$ cat src/rtl/rf_pkg.sv
// Shared register-file constants and the write-arbiter FSM state encoding.
package rf_pkg;

    localparam int REG_ADDR_W = 5;
    localparam int REG_DATA_W = 32;
    localparam int NUM_REGS   = 32;

    typedef enum logic {
        RUN   = 1'b0,
        CLEAR = 1'b1
    } rf_state_e;

endpackage

$ cat src/rtl/rr_arbiter.sv
// Round-robin picker: grants the first active request at or above ptr, wrapping to index 0.
module rr_arbiter #(
    parameter int NREQ = 3,
    parameter int PW   = 2
) (
    input  logic [NREQ-1:0] req,
    input  logic [PW-1:0]   ptr,
    output logic [NREQ-1:0] gnt
);

    logic found;

    always_comb begin
        gnt   = '0;
        found = 1'b0;
        // First pass covers ptr..NREQ-1, second pass wraps around to 0..ptr-1.
        for (int i = 0; i < NREQ; i++) begin
            if (!found && req[i] && (i >= int'(ptr))) begin
                gnt[i] = 1'b1;
                found  = 1'b1;
            end
        end
        for (int i = 0; i < NREQ; i++) begin
            if (!found && req[i]) begin
                gnt[i] = 1'b1;
                found  = 1'b1;
            end
        end
    end

endmodule

$ cat src/rtl/rf_write_arbiter.sv
// Round-robin arbitration of register-file write requesters with a registered write port,
// a timed register-file clear sequence and a saturating commit counter.
module rf_write_arbiter
    import rf_pkg::*;
#(
    parameter int NREQ       = 3,
    parameter int CLR_CYCLES = 2,
    parameter bit DROP_R0    = 1'b1
) (
    input  logic                       clk,
    input  logic                       clr_n,
    input  logic [NREQ-1:0]            req_valid,
    input  logic [NREQ*REG_ADDR_W-1:0] req_addr,
    input  logic [NREQ*REG_DATA_W-1:0] req_data,
    output logic [NREQ-1:0]            req_ready,
    input  logic                       clear_req,
    output logic                       write_cntrl,
    output logic [REG_ADDR_W-1:0]      writeaddr,
    output logic [REG_DATA_W-1:0]      write_data,
    output logic                       rf_clr,
    output logic [15:0]                wr_count,
    output rf_state_e                  dbg_state
);

    localparam int          PW       = (NREQ > 1) ? $clog2(NREQ) : 1;
    localparam logic [3:0]  CLR_LOAD = 4'(CLR_CYCLES - 1);

    // Handshake: a transfer happens on a rising edge where req_valid[i] and req_ready[i]
    // are both high; req_ready is one-hot or zero and depends combinationally on req_valid.
    rf_state_e              state_q, state_d;
    logic [3:0]             cnt_q, cnt_d;
    logic [PW-1:0]          ptr_q, ptr_d;
    logic                   run_en_q;
    logic                   wr_en_q, wr_en_d;
    logic [REG_ADDR_W-1:0]  waddr_q, waddr_d;
    logic [REG_DATA_W-1:0]  wdata_q, wdata_d;
    logic                   rf_clr_q, rf_clr_d;
    logic [15:0]            wr_count_q, wr_count_d;

    logic [NREQ-1:0]        gnt;
    logic                   fire;
    logic [REG_ADDR_W-1:0]  sel_addr;
    logic [REG_DATA_W-1:0]  sel_data;
    logic [PW-1:0]          ptr_nxt;

    rr_arbiter #(.NREQ(NREQ), .PW(PW)) u_rr (
        .req (req_valid),
        .ptr (ptr_q),
        .gnt (gnt)
    );

    always_comb begin
        state_d    = state_q;
        cnt_d      = cnt_q;
        ptr_d      = ptr_q;
        waddr_d    = waddr_q;
        wdata_d    = wdata_q;
        wr_en_d    = 1'b0;
        sel_addr   = '0;
        sel_data   = '0;
        ptr_nxt    = ptr_q;

        // run_en_q holds grants off until the first edge after reset release.
        req_ready  = (run_en_q && state_q == RUN && !clear_req) ? gnt : '0;
        fire       = |(req_valid & req_ready);

        for (int i = 0; i < NREQ; i++) begin
            if (req_ready[i]) begin
                sel_addr = req_addr[i*REG_ADDR_W +: REG_ADDR_W];
                sel_data = req_data[i*REG_DATA_W +: REG_DATA_W];
                ptr_nxt  = (i == NREQ - 1) ? '0 : PW'(i + 1);
            end
        end

        if (fire) begin
            ptr_d = ptr_nxt;
            if (!(DROP_R0 && sel_addr == '0)) begin
                wr_en_d = 1'b1;
                waddr_d = sel_addr;
                wdata_d = sel_data;
            end
        end

        // A clear request squashes the write that would commit on the same edge the clear starts.
        write_cntrl = wr_en_q && !clear_req;
        wr_count_d  = (write_cntrl && wr_count_q != 16'hFFFF) ? wr_count_q + 16'd1 : wr_count_q;

        case (state_q)
            RUN: begin
                if (clear_req) begin
                    state_d = CLEAR;
                    cnt_d   = CLR_LOAD;
                end
            end
            CLEAR: begin
                if (clear_req) begin
                    cnt_d = CLR_LOAD;
                end else if (cnt_q == 4'd0) begin
                    state_d = RUN;
                end else begin
                    cnt_d = cnt_q - 4'd1;
                end
            end
            default: state_d = RUN;
        endcase

        rf_clr_d = (state_d == CLEAR);
    end

    always_ff @(posedge clk or negedge clr_n) begin
        if (!clr_n) begin
            state_q    <= RUN;
            cnt_q      <= '0;
            ptr_q      <= '0;
            run_en_q   <= 1'b0;
            wr_en_q    <= 1'b0;
            waddr_q    <= '0;
            wdata_q    <= '0;
            rf_clr_q   <= 1'b0;
            wr_count_q <= '0;
        end else begin
            state_q    <= state_d;
            cnt_q      <= cnt_d;
            ptr_q      <= ptr_d;
            run_en_q   <= 1'b1;
            wr_en_q    <= wr_en_d;
            waddr_q    <= waddr_d;
            wdata_q    <= wdata_d;
            rf_clr_q   <= rf_clr_d;
            wr_count_q <= wr_count_d;
        end
    end

    assign writeaddr  = waddr_q;
    assign write_data = wdata_q;
    assign rf_clr     = rf_clr_q;
    assign wr_count   = wr_count_q;
    assign dbg_state  = state_q;

endmodule

$ cat config.mk
export PLATFORM = sky130hd
export DESIGN_NAME = rf_write_arbiter
export DESIGN_NICKNAME = d
export VERILOG_FILES = /design/src/rtl/rf_pkg.sv /design/src/rtl/rr_arbiter.sv /design/src/rtl/rf_write_arbiter.sv
export SDC_FILE = /design/constraint.sdc
export NUM_CORES = 1
export LEC_CHECK = 0
export CORE_MARGIN = 2
export CORE_UTILIZATION = 26
export CTS_CLUSTER_DIAMETER = 50
export DETAILED_ROUTE_END_ITERATION = 7
export MAX_ROUTING_LAYER = met4
export REMOVE_ABC_BUFFERS = 1
export SLEW_MARGIN = 0
export SYNTH_ARGS = -nofsm -noshare
export SYNTH_HDL_FRONTEND = slang
export SYNTH_SLANG_ARGS = --single-unit
$ cat constraint.sdc
create_clock -name clk -period 2.4 [get_ports clk]
set_input_delay 0.72 -clock clk [delete_from_list [all_inputs] [get_ports clk]]
set_output_delay 0.72 -clock clk [all_outputs]
set_load 0.01 [all_outputs]
Yosys cells after proc, flatten, opt, wreduce, memory -nomap -nowiden
Index checks and enable logic that the tools add are counted.
{"block": "word_totals", "reg_bits": 62, "input_bits": 117, "out_inout_bits": 59, "word_cells": 74}
{"block": "op_classes", "n_addsub": 2, "magnitude_cmp": 3, "n_eq_ne": 3, "muxes": 30, "n_bitwise": 3, "n_reduce_logical": 25}
{"op": "$mux 32", "count": 3}
{"op": "$add 16x1->16 const B", "count": 1}
{"op": "$ne 16x16->1 const B", "count": 1}
{"op": "$mux 1", "count": 15}
{"op": "$mux 5", "count": 3}
{"op": "$logic_and 1x1->1", "count": 12}
{"op": "$mux 4", "count": 3}
{"op": "$pmux 4 s2", "count": 1}
{"op": "$logic_not 1->1", "count": 6}
{"op": "$mux 2", "count": 3}
{"op": "$reduce_and 2->1", "count": 3}
{"op": "$logic_not 5->1", "count": 1}
{"op": "$ge 1x2->1 const A", "count": 2}
{"op": "$logic_not 4->1", "count": 1}
{"op": "$sub 4x1->4 const B", "count": 1}
{"op": "$and 3x3->3", "count": 1}
{"op": "$mux 3", "count": 1}
{"op": "$ne 3x3->1 const B", "count": 1}
{"op": "$reduce_bool 3->1", "count": 1}
{"op": "$reduce_or 3->1", "count": 1}
{"op": "$ge 2x2->1 const A", "count": 1}
{"op": "$ne 2x2->1 const B", "count": 1}
{"op": "$not 1->1", "count": 2}
{"op": "$pmux 1 s2", "count": 1}

Longest topological paths before layout
{"block": "logic_depth", "word_depth": 27, "depth_mapped": 8, "ltp_nobuf": 7}

Modules after synthesis
A second synthesis with hierarchy kept.
{"block": "unflattened", "hier_cells": 283, "area_unflattened_um2": 3178.0}
{"mod": "rf_write_arbiter", "n_inst": 1, "cells_each": 272, "area_per_inst_um2": 3108.0, "seq_area_each_um2": 1551.5}
{"mod": "rr_arbiter", "n_inst": 1, "cells_each": 11, "area_per_inst_um2": 70.1, "seq_area_each_um2": 0.0}

Worst setup path before layout
No wires, ideal clock.
{"block": "synth_path", "path_kind": "input to output", "start": "in clear_req", "end": "out req_ready[0]", "arrival_ns": 1.578, "required_ns": 1.680, "setup_slack_ns": 0.102, "stages": 4, "path_buffers": 1, "cell_sequence": "nor3b_2 o21ai_2 a211oi_4 buf_2"}
{"block": "synth_between", "elab_chain_cells": 3}
{"item": "start, declared", "line": "rf_write_arbiter.sv:16", "rtl": "input logic clear_req,"}
{"item": "$logic_not 1->1", "line": "rf_write_arbiter.sv:64", "rtl": "req_ready = (run_en_q && state_q == RUN && !clear_req) ? gnt : '0;"}
{"item": "$logic_and 1x1->1", "line": "rf_write_arbiter.sv:64"}
{"item": "$mux 3", "line": "rf_write_arbiter.sv:64"}
{"item": "end, declared", "line": "rf_write_arbiter.sv:15", "rtl": "output logic [NREQ-1:0] req_ready,"}
No other way between the ends.

Final worst setup path
Ends and elaborated chain as after synthesis.

==> results.py <==
metrics = {
    "finish": {
        "stdcell_count": 626,
        "antenna_cells": 0,
        "multi_input_area_sq_um": 1360,
        "final_nets": 594,
        "drive_above_1_share_pct": 10.2,
        "fill_cells": 1119,
        "ff_latch_area_sq_um": 1550,
        "synthToLayoutAreaGrowth_pct": 72.2,
    },
    "die": {
        "ios": 176,
        "core.rowCount": 40,
        "fp.dieW_microns": 114,
        "die_h_microns": 114,
        "die-area_sq_um": 13100,
        "core_sq_um": 12000,
        "start_util_pct": 26.4,
    },
    "sta": {
        "rsz0062_at_grt": "true",
        "min_period_ns": 2.33,
        "relSlewSlack_pct": 64.9,
        "fmaxAchievable_mhz": 429,
        "skew_ns": 0.00723,
        "hold_viol": 0,
        "fin_crit_sh_pct": 97.2,
        "tightest_slew_ns": 0.526,
        "setup_viol": 0,
        "hold-worst-slack_ns": 0.389,
        "slew_viol_final": 0,
    },
    "synth": {
        "yosys.area.top_type": "dfrtp_1",
        "yosysSeqAreaShare_pct": 49.1,
        "synth_cell_types": 41,
        "synth_top_flop_cell": "dfrtp_1",
        "synthArstFlopShare_pct": 100,
        "synth_area_leaders": "dfrtp_1 (49%), a222oi_1 (11%), mux2i_1 (10%), inv_1 (4.8%), xnor2_1 (2.8%)",
        "ys.warnings.count": 0,
        "synth_edf_count": 0,
        "avgSynthCellArea_sq_um": 11.0,
        "yosysTopAreaCellShare_pct": 49.1,
        "synth_area_sq_um": 3160,
        "synth_seq_cells": 62,
        "synthCells": 288,
    },
    "clock_network": {
        "numCtsBuffers": 9,
        "hold_buffers": 0,
        "cts_tree": "built",
        "cts_root_buf": "clkbuf_16",
        "clock_latency_ns": 0.32,
        "cts.path.max_buffers": 2,
        "clk_pin_slew_ns": 0.05,
        "h-tree-depth": 3,
        "clock-sinks": 62,
    },
    "critical_path": {
        "cp.arrival_ns": 1.61,
        "worstSetupPathType": "in -> out",
        "cp_max_fo": 2,
        "cp-end-kind": "primary output",
        "crit_path_start_kind": "input pin",
        "required_ns": 1.68,
    },
    "global_routing": {
        "grtUsageTotal_pct": 15.3,
        "grt_max_degree": 42,
        "grt_pass1_vias": 3053,
        "antenna_found_initial": 0,
        "gr-total-overflow": 0,
        "grt_pass1_wl_mm": 15.1,
    },
    "route": {
        "ant_nets": 0,
        "num_vias": 3033,
        "post_drt_wl_per_cell_microns": 15.5,
        "drt_iter0_drc": 228,
        "drc": 2,
        "drt_first_pass_iters": 8,
        "wl_mm": 9.69,
        "avgViaCountPerCell": 4.85,
    },
    "place": {
        "gp_congestion": 0.750,
        "dp.cells": 610,
        "io_buffers": 175,
        "dp_hpwl_mm": 7.21,
    },
    "run_status": {
        "outcome": "finished, violations left",
        "violations": "DRC",
    },
    "worst_hold_path": {
        "hp-class": "in -> async",
    },
    "power_and_ir_drop": {
        "power_density_nw_per_um2": 886,
        "p_leak_uw": 0.00221,
        "ir_drop_mv": 0.460,
    },
    "run": {
        "cap_violations": 0,
    },
}
==> logic make-up (layout without fill, tap and decap cells) <==
family | count (synthesis) | count (layout) | synth area share, %
flops | 62 | 62 | 49.1
compound gates | 60 | 60 | 16.9
simple gates | 59 | 59 | 10.3
buf+inv | 57 | 248 | 8.35
mux | 34 | 34 | 10.8
xor+xnor | 13 | 13 | 3.60
fa+ha+maj | 2 | 2 | 0.792
other cells | 1 | 1 | 0.119
==> critical path, cell delays in order <==
cell      delay [ns]
buf_6           0.09
nor3b_2         0.14
buf_4           0.16
o21ai_4         0.06
a211oi_4        0.28
buf_6           0.15
==> final timing paths <==
path	startpoint	cells after the start	slack [ns]	to
setup / recovery	clear_req	6	0.07	req_ready[0]
hold / removal	clr_n	2	0.39	write_data[4]
setup reg to reg	rf_clr	9	0.25	write_data[24]
hold reg to reg	wr_count[15]	1	0.50	wr_count[15]
max in group asynchronous	clr_n	2	1.55	wr_count[1]
min in group clk	wr_count[15]	1	0.50	wr_count[15]
==> layout by cell type, fill, tap and decap left out, drive strengths merged, types with 4 or more instances in the layout <==
cell and count:
nand3 6, nand2 14, mux2i 33, o21ai 7, xnor2 10, nor2 14, nand4 4, a21oi 7
a222oi 36, nor2b 5, clkbuf 12, inv 40, dfrtp 62, clkdlybuf4s50 166, buf 23
==> final cells by class <==
cell class / count / area share [%]
clock buffer: 11 / 4.46
multi-input combinational: 169 / 24.9
sequential: 62 / 28.5
tap: 147 / 3.38
timing repair buffer: 193 / 35.1
clock inverter: 4 / 0.874
inverter: 40 / 2.76
==> where the power goes <==
part | internal, uW | leakage (uW) | total, uW | switching (uW)
registers | 1430 | 0.000816 | 1670 | 240
clock network | 822 | 0.000141 | 1250 | 431
logic | 1110 | 0.00125 | 1890 | 784
total | 3360 | 0.00221 | 4820 | 1460
==> layer usage <==
| metal | GRT usage (%) | share of wire (%) | vias up |
|---|---|---|---|
| met1 | 18.6 | 44 | 1451 |
| met5 | - | 0 | - |
| met4 | 4.80 | 1.2 | 0 |
| met3 | 3.65 | 7.1 | 11 |
| met2 | 25.3 | 48 | 136 |
| li1 | - | - | 1435 |
==> flip-flops by register name (all words and copies together) (netlist names) <==
name        flops
cnt_q           4
ptr_q           2
rf_clr          1
run_en_q        1
wr_count       16
wr_en_q         1
write_data     32
writeaddr       5
==> per-stage QoR <==
step	setup slack [ns]	power [uW]	utilization, %	area, sq um	TNS (ns)
6_report	0.0681	4820	45.5	5440	0
5_1_grt	-0.0240	5120	45.5	5440	-0.0391
4_1_cts	0.0413	4880	45.2	5400	0
3_5_place_dp	-0.702	3590	42.8	5120	-28.10
3_3_place_gp	-0.696	3550	42.8	5120	-25.63
2_1_floorplan	-0.783	2430	-	3050	-29.04
==> cells in the mapped netlist (all sizes together), types with 3 or more instances <==
| library cell | number |
|---|---|
| a21oi | 7 |
| a222oi | 36 |
| and3 | 3 |
| buf | 10 |
| clkbuf | 7 |
| dfrtp | 62 |
| inv | 40 |
| mux2i | 33 |
| nand2 | 14 |
| nand2b | 3 |
| nand3 | 6 |
| nand4 | 4 |
| nor2 | 14 |
| nor2b | 5 |
| o21ai | 7 |
| or4 | 3 |
| xnor2 | 10 |
| xor2 | 3 |
==> timing repair <==
action | 4_1_cts | 5_1_grt
endpoints found under the hold margin | 0 | 0
pin swaps | 3 | 3
gates cloned | 0 | 0
setup buffers | 0 | 1
resized for setup | 25 | 13
setup endpoints to repair | 41 | 31
Note: power is estimated with default switching activity, not from simulation.
